$ cat config.mk
export PLATFORM = sky130hd
export DESIGN_NAME = fp_align_stage_flat
export DESIGN_NICKNAME = d
export VERILOG_FILES = /design/src/rtl/fp_align_stage_if.sv /design/src/rtl/fp_align_stage.sv /design/src/flat_wrapper.sv
export SDC_FILE = /design/constraint.sdc
export NUM_CORES = 1
export LEC_CHECK = 0
export CAP_MARGIN = 20
export CORE_MARGIN = 8
export CORE_UTILIZATION = 59
export CTS_CLUSTER_DIAMETER = 100
export DETAILED_ROUTE_END_ITERATION = 16
export PLACE_DENSITY = 0.87
export SYNTH_ARGS = -nofsm -noshare
export SYNTH_HDL_FRONTEND = slang
export SYNTH_SLANG_ARGS = --single-unit
$ cat constraint.sdc
create_clock -name clk -period 12.2 [get_ports clk]
set_clock_uncertainty 0.15 [all_clocks]
set_input_delay 2.44 -clock clk [delete_from_list [all_inputs] [get_ports clk]]
set_output_delay 2.44 -clock clk [all_outputs]
set_load 0.02 [all_outputs]
$ cat src/rtl/fp_align_stage_if.sv
// Handshake and data bundle between the operand source, the align stage
// and the add/normalise stage downstream.
interface fp_align_stage_if #(
  parameter int EXP_W = 8,
  parameter int MAN_W = 23,
  parameter int WIDTH = 1 + EXP_W + MAN_W
);
  logic               in_valid;
  logic               in_ready;
  logic [WIDTH-1:0]   a;
  logic [WIDTH-1:0]   b;
  logic               out_valid;
  logic               out_ready;
  logic               out_sign_big;
  logic               out_sign_small;
  logic [EXP_W-1:0]   out_exp;
  logic [MAN_W+3:0]   out_man_big;
  logic [MAN_W+3:0]   out_man_small;
  logic               out_swap;
  logic               out_special;

  // Operand source and result sink side
  modport master (
    output in_valid, a, b, out_ready,
    input  in_ready, out_valid, out_sign_big, out_sign_small, out_exp,
           out_man_big, out_man_small, out_swap, out_special
  );

  // Align stage side
  modport slave (
    input  in_valid, a, b, out_ready,
    output in_ready, out_valid, out_sign_big, out_sign_small, out_exp,
           out_man_big, out_man_small, out_swap, out_special
  );
endinterface

$ cat src/rtl/fp_align_stage.sv
// Two-stage unpack/align stage for the single-precision adder.
// Stage 1 unpacks both operands, orders them by magnitude and forms the
// exponent difference; stage 2 right-shifts the smaller significand with
// guard/round/sticky. Each stage is simply empty or full.
module fp_align_stage #(
  parameter int EXP_W = 8,
  parameter int MAN_W = 23,
  parameter int WIDTH = 1 + EXP_W + MAN_W
) (
  input  logic                clk,
  input  logic                rst,
  fp_align_stage_if.slave     bus
);
  localparam int SIG_W = MAN_W + 1;
  localparam int EXT_W = MAN_W + 4;
  localparam logic [EXP_W-1:0] EXP_ONES = '1;

  logic s1_adv, s2_adv;

  logic               s1_valid_q, s1_valid_d;
  logic               s1_sign_big_q, s1_sign_big_d;
  logic               s1_sign_small_q, s1_sign_small_d;
  logic [EXP_W-1:0]   s1_exp_q, s1_exp_d;
  logic [EXP_W-1:0]   s1_diff_q, s1_diff_d;
  logic [SIG_W-1:0]   s1_sig_big_q, s1_sig_big_d;
  logic [SIG_W-1:0]   s1_sig_small_q, s1_sig_small_d;
  logic               s1_swap_q, s1_swap_d;
  logic               s1_special_q, s1_special_d;

  logic               s2_valid_q, s2_valid_d;
  logic               s2_sign_big_q, s2_sign_big_d;
  logic               s2_sign_small_q, s2_sign_small_d;
  logic [EXP_W-1:0]   s2_exp_q, s2_exp_d;
  logic [EXT_W-1:0]   s2_man_big_q, s2_man_big_d;
  logic [EXT_W-1:0]   s2_man_small_q, s2_man_small_d;
  logic               s2_swap_q, s2_swap_d;
  logic               s2_special_q, s2_special_d;

  logic [EXP_W-1:0]   exp_a, exp_b, eff_a, eff_b;
  logic [SIG_W-1:0]   sig_a, sig_b;
  logic               swap;
  logic [EXT_W-1:0]   ext, shifted, lost;
  logic               sticky;

  assign s2_adv       = !s2_valid_q | bus.out_ready;
  assign s1_adv       = !s1_valid_q | s2_adv;
  assign bus.in_ready = s1_adv;

  // Unpack both operands; denormals use effective exponent 1 and no hidden bit
  always_comb begin
    exp_a = bus.a[WIDTH-2 -: EXP_W];
    exp_b = bus.b[WIDTH-2 -: EXP_W];
    sig_a = {(exp_a != '0), bus.a[MAN_W-1:0]};
    sig_b = {(exp_b != '0), bus.b[MAN_W-1:0]};
    eff_a = (exp_a != '0) ? exp_a : EXP_W'(1);
    eff_b = (exp_b != '0) ? exp_b : EXP_W'(1);
    swap  = {eff_b, sig_b} > {eff_a, sig_a};
  end

  // Stage 1 next state: capture the ordered operands on an accepted transfer
  always_comb begin
    s1_valid_d      = s1_valid_q;
    s1_sign_big_d   = s1_sign_big_q;
    s1_sign_small_d = s1_sign_small_q;
    s1_exp_d        = s1_exp_q;
    s1_diff_d       = s1_diff_q;
    s1_sig_big_d    = s1_sig_big_q;
    s1_sig_small_d  = s1_sig_small_q;
    s1_swap_d       = s1_swap_q;
    s1_special_d    = s1_special_q;
    if (s1_adv) begin
      s1_valid_d = bus.in_valid;
      if (bus.in_valid) begin
        s1_swap_d       = swap;
        s1_sign_big_d   = swap ? bus.b[WIDTH-1] : bus.a[WIDTH-1];
        s1_sign_small_d = swap ? bus.a[WIDTH-1] : bus.b[WIDTH-1];
        s1_exp_d        = swap ? eff_b : eff_a;
        s1_diff_d       = swap ? (eff_b - eff_a) : (eff_a - eff_b);
        s1_sig_big_d    = swap ? sig_b : sig_a;
        s1_sig_small_d  = swap ? sig_a : sig_b;
        s1_special_d    = (exp_a == EXP_ONES) | (exp_b == EXP_ONES);
      end
    end
  end

  // Alignment shift; anything shifted past bit 0 collapses into sticky
  always_comb begin
    ext = {s1_sig_small_q, 3'b000};
    if (s1_diff_q >= EXP_W'(EXT_W)) begin
      shifted = '0;
      lost    = '0;
      sticky  = |s1_sig_small_q;
    end else begin
      shifted = ext >> s1_diff_q;
      lost    = ext & ~({EXT_W{1'b1}} << s1_diff_q);
      sticky  = |lost;
    end
  end

  // Stage 2 next state: move stage 1 forward when the output slot frees up
  always_comb begin
    s2_valid_d      = s2_valid_q;
    s2_sign_big_d   = s2_sign_big_q;
    s2_sign_small_d = s2_sign_small_q;
    s2_exp_d        = s2_exp_q;
    s2_man_big_d    = s2_man_big_q;
    s2_man_small_d  = s2_man_small_q;
    s2_swap_d       = s2_swap_q;
    s2_special_d    = s2_special_q;
    if (s2_adv) begin
      s2_valid_d = s1_valid_q;
      if (s1_valid_q) begin
        s2_sign_big_d   = s1_sign_big_q;
        s2_sign_small_d = s1_sign_small_q;
        s2_exp_d        = s1_exp_q;
        s2_man_big_d    = {s1_sig_big_q, 3'b000};
        s2_man_small_d  = {shifted[EXT_W-1:1], shifted[0] | sticky};
        s2_swap_d       = s1_swap_q;
        s2_special_d    = s1_special_q;
      end
    end
  end

  // Stage 1 registers
  always_ff @(posedge clk or posedge rst) begin
    if (rst) begin
      s1_valid_q      <= 1'b0;
      s1_sign_big_q   <= 1'b0;
      s1_sign_small_q <= 1'b0;
      s1_exp_q        <= '0;
      s1_diff_q       <= '0;
      s1_sig_big_q    <= '0;
      s1_sig_small_q  <= '0;
      s1_swap_q       <= 1'b0;
      s1_special_q    <= 1'b0;
    end else begin
      s1_valid_q      <= s1_valid_d;
      s1_sign_big_q   <= s1_sign_big_d;
      s1_sign_small_q <= s1_sign_small_d;
      s1_exp_q        <= s1_exp_d;
      s1_diff_q       <= s1_diff_d;
      s1_sig_big_q    <= s1_sig_big_d;
      s1_sig_small_q  <= s1_sig_small_d;
      s1_swap_q       <= s1_swap_d;
      s1_special_q    <= s1_special_d;
    end
  end

  // Stage 2 registers, which drive the outputs directly
  always_ff @(posedge clk or posedge rst) begin
    if (rst) begin
      s2_valid_q      <= 1'b0;
      s2_sign_big_q   <= 1'b0;
      s2_sign_small_q <= 1'b0;
      s2_exp_q        <= '0;
      s2_man_big_q    <= '0;
      s2_man_small_q  <= '0;
      s2_swap_q       <= 1'b0;
      s2_special_q    <= 1'b0;
    end else begin
      s2_valid_q      <= s2_valid_d;
      s2_sign_big_q   <= s2_sign_big_d;
      s2_sign_small_q <= s2_sign_small_d;
      s2_exp_q        <= s2_exp_d;
      s2_man_big_q    <= s2_man_big_d;
      s2_man_small_q  <= s2_man_small_d;
      s2_swap_q       <= s2_swap_d;
      s2_special_q    <= s2_special_d;
    end
  end

  assign bus.out_valid      = s2_valid_q;
  assign bus.out_sign_big   = s2_sign_big_q;
  assign bus.out_sign_small = s2_sign_small_q;
  assign bus.out_exp        = s2_exp_q;
  assign bus.out_man_big    = s2_man_big_q;
  assign bus.out_man_small  = s2_man_small_q;
  assign bus.out_swap       = s2_swap_q;
  assign bus.out_special    = s2_special_q;
endmodule

$ cat src/flat_wrapper.sv
// flat-port wrapper written by rule: the top's interface ports become plain ports
module fp_align_stage_flat 
#(
  parameter int EXP_W = 8,
  parameter int MAN_W = 23,
  parameter int WIDTH = 1 + EXP_W + MAN_W
)
  (clk, rst, bus_in_valid, bus_a, bus_b, bus_out_ready, bus_in_ready, bus_out_valid, bus_out_sign_big, bus_out_sign_small, bus_out_exp, bus_out_man_big, bus_out_man_small, bus_out_swap, bus_out_special);
  fp_align_stage_if #(.EXP_W(EXP_W), .MAN_W(MAN_W), .WIDTH(WIDTH)) bus_i ();
  input  logic clk;
  input  logic rst;
  input wire logic [$bits(bus_i.in_valid)-1:0] bus_in_valid;
  input wire logic [$bits(bus_i.a)-1:0] bus_a;
  input wire logic [$bits(bus_i.b)-1:0] bus_b;
  input wire logic [$bits(bus_i.out_ready)-1:0] bus_out_ready;
  output wire logic [$bits(bus_i.in_ready)-1:0] bus_in_ready;
  output wire logic [$bits(bus_i.out_valid)-1:0] bus_out_valid;
  output wire logic [$bits(bus_i.out_sign_big)-1:0] bus_out_sign_big;
  output wire logic [$bits(bus_i.out_sign_small)-1:0] bus_out_sign_small;
  output wire logic [$bits(bus_i.out_exp)-1:0] bus_out_exp;
  output wire logic [$bits(bus_i.out_man_big)-1:0] bus_out_man_big;
  output wire logic [$bits(bus_i.out_man_small)-1:0] bus_out_man_small;
  output wire logic [$bits(bus_i.out_swap)-1:0] bus_out_swap;
  output wire logic [$bits(bus_i.out_special)-1:0] bus_out_special;
  assign bus_i.in_valid = bus_in_valid;
  assign bus_i.a = bus_a;
  assign bus_i.b = bus_b;
  assign bus_i.out_ready = bus_out_ready;
  assign bus_in_ready = bus_i.in_ready;
  assign bus_out_valid = bus_i.out_valid;
  assign bus_out_sign_big = bus_i.out_sign_big;
  assign bus_out_sign_small = bus_i.out_sign_small;
  assign bus_out_exp = bus_i.out_exp;
  assign bus_out_man_big = bus_i.out_man_big;
  assign bus_out_man_small = bus_i.out_man_small;
  assign bus_out_swap = bus_i.out_swap;
  assign bus_out_special = bus_i.out_special;
  fp_align_stage #(.EXP_W(EXP_W), .MAN_W(MAN_W), .WIDTH(WIDTH)) u_core (.clk(clk), .rst(rst), .bus(bus_i));
endmodule
; ---- Yosys cells after proc, flatten, opt, wreduce, memory -nomap -nowiden
; Cells that the tools add are included.
[word_totals]
ff_bits = 133
latch_bits = 0
ram_bits = 0
mem_bits_ro = 0
input_bits = 68
elab_cells = 49
mem_count = 0
[classes]
n_addsub = 2
n_mul = 0
n_div = 0
n_lt_le_gt_ge = 2
eq_ne = 2
n_shift = 2
n_mux = 10
bitwise = 6
reduce_logical = 8
[op_table]
columns = operator, count
row1 = 2-to-1 mux 24 bit, 2
row2 = greater-than comparator 32 bit, 1
row3 = 2-to-1 mux 8 bit, 4
row4 = bitwise AND 27 bit, 1
row5 = 2-to-1 mux 27 bit, 1
row6 = inverter 27 bit, 1
row7 = OR reduction 27 bit, 1
row8 = left shift 27 x 8 -> 27 bit (first input constant), 1
row9 = right shift 27 x 8 -> 27 bit, 1
row10 = OR reduction 24 bit, 1
row11 = equality test 8 bit (second input constant), 2
row12 = nonzero test 8 bit, 2
row13 = subtractor 8 bit, 2
row14 = >= comparator 8 x 5 -> 1 bit (second input constant), 1
row15 = OR 1 bit, 4
row16 = AND reduction 2 bit, 2
row17 = 2-to-1 mux 1 bit, 3
row18 = logical NOT 1 bit, 2

; ---- Depth between registers and ports, before layout
; Gate-level depths: netlist (run 1).
[depth]
word_depth = 6
depth_mapped = 15
mapped_depth_nobuf = 15

; ---- Least setup slack after synthesis (run 1)
; OpenSTA, ideal clock, no wires.
[synth_path]
path_type = input -> register
from = input port bus_a[30]
to = register u_core.s1_diff_q[4]
setup_time_ns = 0.142
arrival_time_ns = 5.331
slack_ns = 6.578
path_stages = 13
path_cell_list = or4_1 > nor2_1 > nor2_1 > ha_1 > nand3_1 > nor4_4 > nand2_2 > or3_1 > buf_6 > and3_1 > a211o_1 > a311oi_1 > o221ai_1
[synth_between]
elab_chain_cells = 4
word_cells_on_any_way = 6
classes_between = 2 x add/sub / 1 x order compare / 2 x mux / 1 x reduce/logical
[synth_rtl]
columns = element, line
row1 = from (decl), flat_wrapper.sv:13  ; input wire logic [$bits(bus_i.a)-1:0] bus_a;
row2 = nonzero test 8 bit, "fp_align_stage.sv:53, fp_align_stage.sv:55"
row3 = 2-to-1 mux 8 bit, fp_align_stage.sv:55  ; eff_a = (exp_a != '0) ? exp_a : EXP_W'(1);
row4 = greater-than comparator 32 bit / subtractor 8 bit (equally long branches), "fp_align_stage.sv:57, fp_align_stage.sv:78"
row5 = 2-to-1 mux 8 bit (*), fp_align_stage.sv:78  ; s1_diff_d = swap ? (eff_b - eff_a) : (eff_a - eff_b);
row6 = to (signal assigned), fp_align_stage.sv:141  ; s1_diff_q <= s1_diff_d;
row7 = to (decl), fp_align_stage.sv:24  ; logic [EXP_W-1:0] s1_diff_q, s1_diff_d;
; Mark *: on every way between the ends. The rest lies on a longest branch, timed or not.
; A chain may end at the register's enable or synchronous reset.

; ---- Worst setup path after layout (run 1)
[layout_path]
from = input port bus_out_ready
to = output port bus_in_ready
[layout_between]
elab_chain_cells = 2
[layout_rtl]
columns = element, line
row1 = from (decl), flat_wrapper.sv:15  ; input wire logic [$bits(bus_i.out_ready)-1:0] bus_out_ready;
row2 = OR 1 bit, fp_align_stage.sv:45  ; assign s2_adv = !s2_valid_q | bus.out_ready;
row3 = OR 1 bit, fp_align_stage.sv:46  ; assign s1_adv = !s1_valid_q | s2_adv;
row4 = to (decl), flat_wrapper.sv:16  ; output wire logic [$bits(bus_i.in_ready)-1:0] bus_in_ready;
; Every way passes these cells.

==> results of run 1 <==
## tightest hold or removal path: stages (launching register included)
cell and delay [ns]:
dfrtp_1 0.34, nand2_1 0.04, o21ai_0 0.06
## metal layers
metal  GRT usage  wire length [um]  part of all wire
met3     0.06024              1969             0.079
met2      0.4235             11650              0.47
met1      0.3699             10700              0.43
met5           0                 0                 0
met4      0.1031               560             0.023
## how the worst max path moves through the flow
stage | slack (ns) | start | endpoint | cells after the start
2_1_floorplan | 6.06 | rst | u_core.bus.out_exp[0] | 1
3_3_place_gp | 5.74 | bus_a[24] | u_core.s1_diff_q[4] | 13
3_5_place_dp | 5.63 | bus_a[24] | u_core.s1_sig_small_q[5] | 13
6_report | 5.88 | bus_out_ready | bus_in_ready | 3
5_1_grt | 5.74 | bus_a[24] | u_core.s1_sig_small_q[16] | 13
4_1_cts | 5.88 | bus_out_ready | bus_in_ready | 3
## state kept, by name, summed over array words and instances, names as in the netlist
name / count
u_core.s1_sig_small_q: 24
u_core.s1_valid_q: 1
u_core.bus.out_swap: 1
u_core.bus.out_man_small: 27
u_core.bus.out_sign_small: 1
u_core.bus.out_valid: 1
u_core.s1_swap_q: 1
u_core.s1_diff_q: 8
u_core.s1_special_q: 1
u_core.bus.out_man_big: 24
u_core.bus.out_special: 1
u_core.bus.out_exp: 8
u_core.bus.out_sign_big: 1
u_core.s1_sign_big_q: 1
u_core.s1_exp_q: 8
u_core.s1_sign_small_q: 1
u_core.s1_sig_big_q: 24
## final cells by class
| cell class | instances | area, um2 | share of cell area |
|---|---|---|---|
| inverter | 52 | 200.2 | 0.01915 |
| clock inverter | 7 | 117.6 | 0.01125 |
| timing repair buffer | 141 | 1389 | 0.1329 |
| multi-input combinational | 752 | 4683 | 0.4480 |
| tap | 184 | 230.2 | 0.02202 |
| sequential | 133 | 3328 | 0.3184 |
| clock buffer | 25 | 505.5 | 0.04835 |
## power groups by stage
| stage | registers [uW] | logic [uW] | clock network, uW |
|---|---|---|---|
| 5_1_grt | 621 | 690 | 559 |
| 4_1_cts | 608 | 633 | 542 |
| 3_3_place_gp | 610 | 620 | 0 |
| 6_report | 611 | 638 | 537 |
| 2_1_floorplan | 639 | 369 | 0 |
| 3_5_place_dp | 614 | 628 | 0 |
## stage by stage
step | total power [uW] | utilization | setup WS, ns | std cells
after global routing | 1870 | 0.7303 | 5.738 | 1294
final | 1786 | 0.7303 | 5.883 | 1294
after CTS | 1783 | 0.7303 | 5.881 | 1294
after detailed placement | 1242 | 0.6868 | 5.627 | 1262
after floorplan | 1008 | - | 6.056 | 1016
after global placement | 1230 | 0.6868 | 5.744 | 1262
## Yosys cell counts, types with 3 or more instances
library cell  instances
o21ai_0              57
a22o_1               11
o22ai_1               3
clkinv_1              3
clkbuf_1             56
a211oi_1              5
mux4_2                9
nor3_1               13
and2_1                3
a21o_1                6
nand2b_1              7
dfrtp_1             133
buf_4                 3
o31ai_1               5
a31oi_1              60
inv_1                49
nand4_1               8
nor2b_1               7
o211ai_1              6
nand3_1              33
nor2_1               99
mux2i_1              25
buf_1                13
mux2_2               42
ha_1                 40
a21oi_1              57
a221oi_1              3
nor4_1                6
nand2_1             195
buf_2                 6
or2_2                 4
## placed cells by master, fill, tap and decap left out, types with 11 or more instances in the layout
master           instances
ha_1                    40
a31oi_1                 60
nand3_1                 33
clkbuf_16               17
a22o_1                  11
nor2_1                  98
mux2i_1                 25
clkdlybuf4s50_1        132
mux2_2                  42
nor3_1                  13
dfrtp_1                133
nand2_1                193
o21ai_0                 57
a21oi_1                 57
inv_1                   48
## logic make-up (layout without fill, tap and decap cells)
logic type / after synthesis / after routing / share of synthesized area
compound gates: 238 / 238 / 0.1734
fa+ha+maj: 43 / 43 / 0.06472
buf+inv: 131 / 225 / 0.06089
flops: 133 / 133 / 0.3912
mux: 76 / 76 / 0.1088
other cells: 1 / 3 / 0.0004408
simple gates: 392 / 392 / 0.2005
==> flow_summary.yaml, run 1 <==
pwr:
  power.switching_uw: 634.1
  power_density_nw_per_um2: 170.8
  pwr-share-seq: 0.342
  internal_power_uw: 1152
  p_comb_frac: 0.357
  leakagePower_uw: 0.004520
  clockPowerShare: 0.300
  peakVddDrop_uv: 100.5
  swShare: 0.3551
clock_tree:
  clockBufferDepth: 2
  clk_latency_ns: 0.42
  clock-sinks: 133
  clk_pin_slew_ns: 0.05
  cts-htree-levels: 4
  cts.repair.resized: 0
  cts_inserted_buffers: 17
  cts_tree: "yes"
  postCtsSetupRepairBufs: 0
  hold_buffers: 0
  root_buffer: "clkbuf_16"
die:
  fp.coreArea_um2: 14310
  ios: 136
  chipWidth_um: 136.1
  initial_core_util: 0.5943
  dieHeight_um: 136.1
  dieArea_um2: 18520
  rows: 44
critical_path:
  critPathLaunchType: "primary input"
  cp_num_buf_inv: 2
  required_ns: 9.61
  cpMostUsedCell: "clkdlybuf4s50_1"
  critPathArrivalTime_ns: 3.73
  crit_fanout: 4
  r2r_start: "u_core.s1_diff_q[2]"
  critPathCaptureType: "output port"
  crit_family: "buffers and inverters"
  ff2ff_path_depth: 9
  timing.rr.end: "u_core.bus.out_man_small[0]"
  path_cells: "clkdlybuf4s50_1 -> nand3b_1 -> clkdlybuf4s50_1"
  slowest_stage: "clkdlybuf4s50_1"
  rrSetupSlack_ns: 8.87
  max_stage_delay_ns: 0.65
  path_class: "primary input to output port"
timing:
  slew_headroom: 0.3993
  rsz0062_at_grt: "false"
  hold_viol_final: 0
  slew_viol_final: 0
  setup_viol: 0
  max_clock_freq_ghz: 0.1583
  finalCriticalPeriod_ns: 6.317
  hold_slack_ns: 0.3246
  tightest_slew_ns: 0.9010
  fin_crit_sh: 0.5178
  fin_tns_setup_ns: 0
logic_synthesis:
  ys.flop_type: "dfrtp_1"
  synth-async-reset-ratio: 1.000
  synth_top_area_cell: "dfrtp_1"
  ys_types: 67
  yosysSeqAreaShare: 0.3912
  yosys_register_bits: 133
  netlist_area_um2: 8507
  syn_inst: 1014
  ys_warn_count: 0
  synth.area.top_cells: "dfrtp_1 39%, nand2_1 8.6%, ha_1 5.9%"
  synth_edf_count: 0
  synth_area_per_cell_um2: 8.389
  synthDominantCellAreaShare: 0.3912
placement:
  place_hpwl_um: 17540
  place.gp.congestion: 0.9187
  portBuffers: 132
  placed_area_um2: 9831
detailed_routing:
  drc: 0
  drt_iter0_drc: 789
  vias_per_cell: 6.213
  ant_nets: 0
  vias: 8040
  wire_per_inst_um: 19.23
  wl_um: 24880
  first_pass_iters: 6
finish:
  layout-drive-gt1-share: 0.09730
  synthToLayoutAreaGrowth_pct: 22.89
  num_antenna_cells: 0
  design_area_um2: 10450
  fillCellCount: 1059
  final_nets: 1207
global_routing:
  grt_max_degree: 94
  overflow: 0
  grt_pass1_wl_um: 40520
  antenna_found_initial: 0
  grt_usage: 0.2739
  grt_pass1_vias: 7800
hold_path:
  min_from: "u_core.bus.out_man_small[10]"
  whs_path_depth: 2
  hp-class: "register to register"
  whs_endpoint: "u_core.bus.out_man_small[10]"
status:
  outcome: "complete, no violations"
run:
  max-cap-violations: 0
No activity file was read; power rests on OpenSTA's default activity.
==> inputs of run 2 (changes only) <==
--- a/config.mk
+++ b/config.mk
@@ -7,10 +7,10 @@
 export LEC_CHECK = 0
 export CAP_MARGIN = 20
 export CORE_MARGIN = 8
-export CORE_UTILIZATION = 59
+export CORE_UTILIZATION = 55
 export CTS_CLUSTER_DIAMETER = 100
 export DETAILED_ROUTE_END_ITERATION = 16
-export PLACE_DENSITY = 0.87
+export PLACE_DENSITY = 0.82
 export SYNTH_ARGS = -nofsm -noshare
 export SYNTH_HDL_FRONTEND = slang
 export SYNTH_SLANG_ARGS = --single-unit
==> constraint.sdc (replaced) <==
create_clock -name clk -period 6.35 [get_ports clk]
set_clock_uncertainty 0.15 [all_clocks]
set_input_delay 1.27 -clock clk [delete_from_list [all_inputs] [get_ports clk]]
set_output_delay 1.27 -clock clk [all_outputs]
set_load 0.02 [all_outputs]
==> run 2 against run 1 <==
  * Routed wire length decreased by 3.5%
  * Global-route usage is 2.7 points lower
  * Count of clock-buffer cells in the layout is 4 lower
  * Sequential cell count unchanged
  * Largest cell class unchanged
  * Utilization fell by 4.2 points
  * Worst hold slack gained 0.0010 ns
  * Combinational power increased by 91%
  * Critical path depth up 10
  * Register-to-register slack worse by 5.6 ns
  * Final cell count increased by 0.31%
  * Non-clock buffer count is the same
  * Cell area fell by 0.29%
==> flow_summary.yaml, run 2 (synthesized netlist as in run 1, its figures left out) <==
status:
  outcome: "complete, no violations"
hold_path:
  hp-class: "register to register"
  whs_endpoint: "u_core.bus.out_man_small[18]"
  whs_path_depth: 2
  min_from: "u_core.bus.out_man_small[18]"
finish:
  synthToLayoutAreaGrowth_pct: 22.53
  finalNonFillerCells: 1298
  layout-drive-gt1-share: 0.09820
  final_cell_mix: "193 x nand2_1, 133 x dfrtp_1, 132 x clkdlybuf4s50_1"
  final_common_cell: "nand2_1"
  design_area_um2: 10420
  fillCellCount: 1149
  largest_reg_flops: 27
  num_antenna_cells: 0
  final_nets: 1207
placement:
  place.gp.congestion: 0.9548
  placed_area_um2: 9861
  portBuffers: 132
  place_hpwl_um: 16880
  dp.cells: 1266
timing:
  finalCriticalPeriod_ns: 4.914
  max_clock_freq_ghz: 0.2035
  slew_headroom: 0.4100
  tightest_slew_ns: 0.8850
  setup_viol: 0
  rsz0062_at_grt: "false"
  hold_slack_ns: 0.3256
  slew_viol_final: 0
  hold_viol_final: 0
  fin_crit_sh: 0.7739
  fin_tns_setup_ns: 0
critical_path:
  required_ns: 6.48
  critPathLaunchType: "primary input"
  timing.rr.end: "u_core.bus.out_man_small[0]"
  ff2ff_path_depth: 7
  critPathCaptureType: "register"
  path_class: "primary input to register"
  crit_fanout: 10
  path_cells: "clkdlybuf4s50_1 -> or4_1 -> nor2_1 -> nor2_1 -> ha_1 -> nand3_1 -> nor4_4 -> nand2_2 -> or3_1 -> and3_1 -> a211o_1 -> a311oi_1 -> o221ai_1"
  critPathArrivalTime_ns: 5.04
  max_stage_delay_ns: 0.56
  cpMostUsedCell: "nor2_1"
  slowest_stage: "or3_1"
  r2r_start: "u_core.s1_diff_q[5]"
  rrSetupSlack_ns: 3.24
pwr:
  pwr-share-seq: 0.352
  power.switching_uw: 1222
  peakVddDrop_uv: 203.0
  power_density_nw_per_um2: 319.2
  leakagePower_uw: 0.004503
  swShare: 0.3671
  internal_power_uw: 2106
  p_comb_frac: 0.366
  total_power_uw: 3328
  clockPowerShare: 0.282
detailed_routing:
  vias: 7955
  vias_per_cell: 6.129
  ant_nets: 0
  first_pass_iters: 6
  drc: 0
  wire_per_inst_um: 18.49
  drt_iter0_drc: 872
  wl_um: 24000
die:
  rows: 45
  chipWidth_um: 140.4
  fp.coreArea_um2: 15150
  initial_core_util: 0.5617
  dieHeight_um: 140.4
  ios: 136
  dieArea_um2: 19700
global_routing:
  grt_max_degree: 93
  grt_pass1_wl_um: 39610
  busiest_layer: "met2"
  grtUsageMet1: 0.3217
  use_met3: 0.06388
  antenna_found_initial: 0
  grtUsageMet2: 0.3807
  overflow: 0
  grt_pass1_vias: 7756
  grt_usage: 0.2468
clock_tree:
  clk_pin_slew_ns: 0.06
  cts_tree: "yes"
  clock-sinks: 133
  root_buffer: "clkbuf_16"
  hold_buffers: 0
  cts-htree-levels: 4
  clk_latency_ns: 0.43
  clockBufferDepth: 2
  cts_inserted_buffers: 17
  postCtsSetupRepairBufs: 0
  cts.repair.resized: 0
run:
  max-cap-violations: 0
==> run 2: worst max path at each step <==
stage,slack [ns],endpoint,cells past startpoint,startpoint
finish,1.44,u_core.s1_diff_q[4],13,bus_a[24]
detailed placement,1.04,u_core.s1_diff_q[4],13,bus_a[24]
global route,1.19,u_core.s1_sig_small_q[13],14,bus_a[24]
floorplan,1.38,u_core.bus.out_exp[0],1,rst
global placement,1.12,u_core.s1_diff_q[4],13,bus_a[24]
CTS,1.48,u_core.s1_diff_q[4],13,bus_a[24]
==> run 2: area by class of cell <==
cell class,instances,area (um2),area share
Multi-Input combinational cell,752,4683,0.4493
Clock inverter,11,102.6,0.009843
Timing Repair Buffer,141,1414,0.1356
Sequential cell,133,3328,0.3193
Clock buffer,21,460.4,0.04417
Inverter,52,200.2,0.01921
Tap cell,188,235.2,0.02257
==> run 2: worst max-delay path: cells and delay by family <==
family,cells,cell delay (ns)
and+or+nand+nor,8,2.21
AOI/OAI and AO/OA,3,0.66
buffers and inverters,1,0.55
adders and majority gates,1,0.33
==> run 2: per-layer routing <==
metal | up-vias | routed length, um
met5 | - | 0
met4 | 0 | 772
met3 | 65 | 2086
met2 | 368 | 10750
met1 | 3805 | 10400
li1 | 3717 | -
==> run 2: power by group through the flow <==
stage / logic [uW] / clock network (uW) / registers, uW
after global placement: 1190 / 0 / 1170
after CTS: 1210 / 948 / 1170
after global routing: 1330 / 984 / 1190
after floorplan: 709 / 0 / 1230
final: 1220 / 938 / 1170
after detailed placement: 1200 / 0 / 1180
==> run 2: stage by stage <==
stage	setup WS, ns	utilization
after global routing	1.192	0.6882
final	1.436	0.6882
after CTS	1.479	0.6882
after floorplan	1.376	-
after global placement	1.122	0.6511
after detailed placement	1.036	0.6511
==> inputs of run 3 (changes only) <==
--- a/config.mk
+++ b/config.mk
@@ -7,10 +7,10 @@
 export LEC_CHECK = 0
 export CAP_MARGIN = 20
 export CORE_MARGIN = 8
-export CORE_UTILIZATION = 55
+export CORE_UTILIZATION = 49
 export CTS_CLUSTER_DIAMETER = 100
 export DETAILED_ROUTE_END_ITERATION = 16
-export PLACE_DENSITY = 0.82
+export PLACE_DENSITY = 0.77
 export SYNTH_ARGS = -nofsm -noshare
 export SYNTH_HDL_FRONTEND = slang
 export SYNTH_SLANG_ARGS = --single-unit
==> constraint.sdc (replaced) <==
create_clock -name clk -period 4.5 [get_ports clk]
set_clock_uncertainty 0.15 [all_clocks]
set_input_delay 0.9 -clock clk [delete_from_list [all_inputs] [get_ports clk]]
set_output_delay 0.9 -clock clk [all_outputs]
set_load 0.02 [all_outputs]
==> run 3 against run 2 <==
  * Final cell count rose by 4.5%
  * Global-route usage decreased by 1.6 points
  * Cell area increased by 3.0%
  * Register-to-register slack got worse by 1.8 ns
  * Largest power group unchanged
  * Clock power grew 65%
==> flow_summary.yaml, run 3 (synthesized netlist as in run 1, its figures left out) <==
detailed_routing:
  drt_iter0_drc: 649
  vias_per_cell: 5.772
  wire_per_inst_um: 18.09
  first_pass_iters: 5
  vias: 7833
  drc: 0
  ant_nets: 0
  wl_um: 24550
global_routing:
  grt_max_degree: 91
  antenna_found_initial: 0
  grt_pass1_vias: 7880
  grt_usage: 0.2308
  overflow: 0
  grt_pass1_wl_um: 40720
critical_path:
  slowest_stage: "or4_1"
  ff2ff_path_depth: 8
  required_ns: 4.62
  rrSetupSlack_ns: 1.47
  cpMostUsedCell: "nor2_1"
  path_class: "primary input to register"
  timing.rr.end: "u_core.bus.out_man_small[0]"
  critPathLaunchType: "primary input"
  critPathArrivalTime_ns: 4.14
  r2r_start: "u_core.s1_diff_q[0]"
  max_stage_delay_ns: 0.52
  crit_fanout: 3
  path_cells: "clkdlybuf4s50_1 -> or4_1 -> nor2_1 -> nor2_1 -> ha_1 -> nand3_1 -> nor4_4 -> nand2_2 -> or3_1 -> and3_1 -> a211o_1 -> a311oi_1 -> o221ai_1"
  critPathCaptureType: "register"
finish:
  finalNonFillerCells: 1357
  final_cell_mix: "193 x nand2_1, 133 x dfrtp_1, 132 x clkdlybuf4s50_1"
  num_antenna_cells: 0
  final_common_cell: "nand2_1"
  largest_reg_flops: 27
  layout-drive-gt1-share: 0.1166
  final_nets: 1229
  synthToLayoutAreaGrowth_pct: 26.27
status:
  outcome: "complete, no violations"
clock_tree:
  clock-sinks: 133
  clk_pin_slew_ns: 0.06
  cts_tree: "yes"
  hold_buffers: 0
  cts_inserted_buffers: 17
  clk_latency_ns: 0.42
  clockBufferDepth: 2
  cts.repair.resized: 0
  postCtsSetupRepairBufs: 0
  cts-htree-levels: 4
  root_buffer: "clkbuf_16"
timing:
  finalWorstSetupSlack_ns: 0.4807
  setup_viol: 0
  max_clock_freq_ghz: 0.2488
  fin_crit_sh: 0.8932
  slew_headroom: 0.4049
  fin_tns_setup_ns: 0
  finalCriticalPeriod_ns: 4.019
  rsz0062_at_grt: "false"
  hold_viol_final: 0
  tightest_slew_ns: 0.8926
  slew_viol_final: 0
die:
  ios: 136
  dieHeight_um: 147.8
  chipWidth_um: 147.8
  fp.coreArea_um2: 17120
  rows: 48
  initial_core_util: 0.4970
  dieArea_um2: 21830
pwr:
  pwr-share-seq: 0.336
  clockPowerShare: 0.314
  leakagePower_uw: 0.004655
  peakVddDrop_uv: 379.3
  total_power_uw: 4943
  p_comb_frac: 0.350
  power_density_nw_per_um2: 460.1
  swShare: 0.3500
  power.switching_uw: 1730
  internal_power_uw: 3213
placement:
  place.gp.congestion: 0.9490
  post-place-ws_ns: 0.08234
  place_hpwl_um: 17840
  dp.cells: 1325
  portBuffers: 132
hold_path:
  whs_path_depth: 2
  whs_endpoint: "u_core.bus.out_man_small[11]"
  min_from: "u_core.bus.out_man_small[11]"
  hp-class: "register to register"
run:
  max-cap-violations: 0
## run 3: worst max path at each step
stage | depth (start not counted) | slack (ns) | start | end
global placement | 13 | 0.15 | bus_a[30] | u_core.s1_diff_q[4]
global route | 13 | 0.30 | bus_a[30] | u_core.s1_diff_q[4]
detailed placement | 13 | 0.08 | bus_a[30] | u_core.s1_diff_q[4]
floorplan | 13 | 0.42 | bus_a[30] | u_core.s1_diff_q[4]
CTS | 13 | 0.52 | bus_a[30] | u_core.s1_diff_q[4]
finish | 13 | 0.48 | bus_a[30] | u_core.s1_diff_q[4]
## run 3: power groups by stage
stage / registers [uW] / clock network [uW] / logic [uW]
after detailed placement: 1670 / 0 / 1720
final: 1660 / 1550 / 1730
after global routing: 1690 / 1630 / 1900
after global placement: 1660 / 0 / 1710
after floorplan: 1730 / 0 / 1000
after CTS: 1650 / 1580 / 1730
## run 3: metal layers
layer  wire length, um  part of all wire  up-vias  global-route usage
met5                 0                 0        -                   0
met1             10950              0.45     3790              0.3048
met2             11410              0.46      256              0.3628
li1                  -                 -     3755                   -
met3              1700             0.069       32             0.05839
met4               483             0.020        0             0.07802
## run 3: area by class of cell
cell class / count / area (um2)
inverters: 52 / 198.9
clock inverters: 12 / 201.4
fillers: 1451 / 6375
flip-flops and latches: 133 / 3328
clock buffers: 20 / 456.7
repair buffers: 163 / 1592
multi-input cells: 752 / 4683
well taps: 225 / 281.5
## run 3: critical path: cells and delay by family
family	cells	cell delay (ns)
buf+inv	1	0.42
compound gates	3	0.67
fa+ha+maj	1	0.30
simple gates	8	1.85
## run 3: per-stage QoR
step | utilization | instance area (um2) | hold WS (ns)
after floorplan | - | 8518 | 0.2919
after global placement | 0.5891 | 10080 | 0.3125
after detailed placement | 0.5891 | 10080 | 0.3195
after CTS | 0.6276 | 10740 | 0.3320
after global routing | 0.6276 | 10740 | 0.3447
final | 0.6276 | 10740 | 0.3279
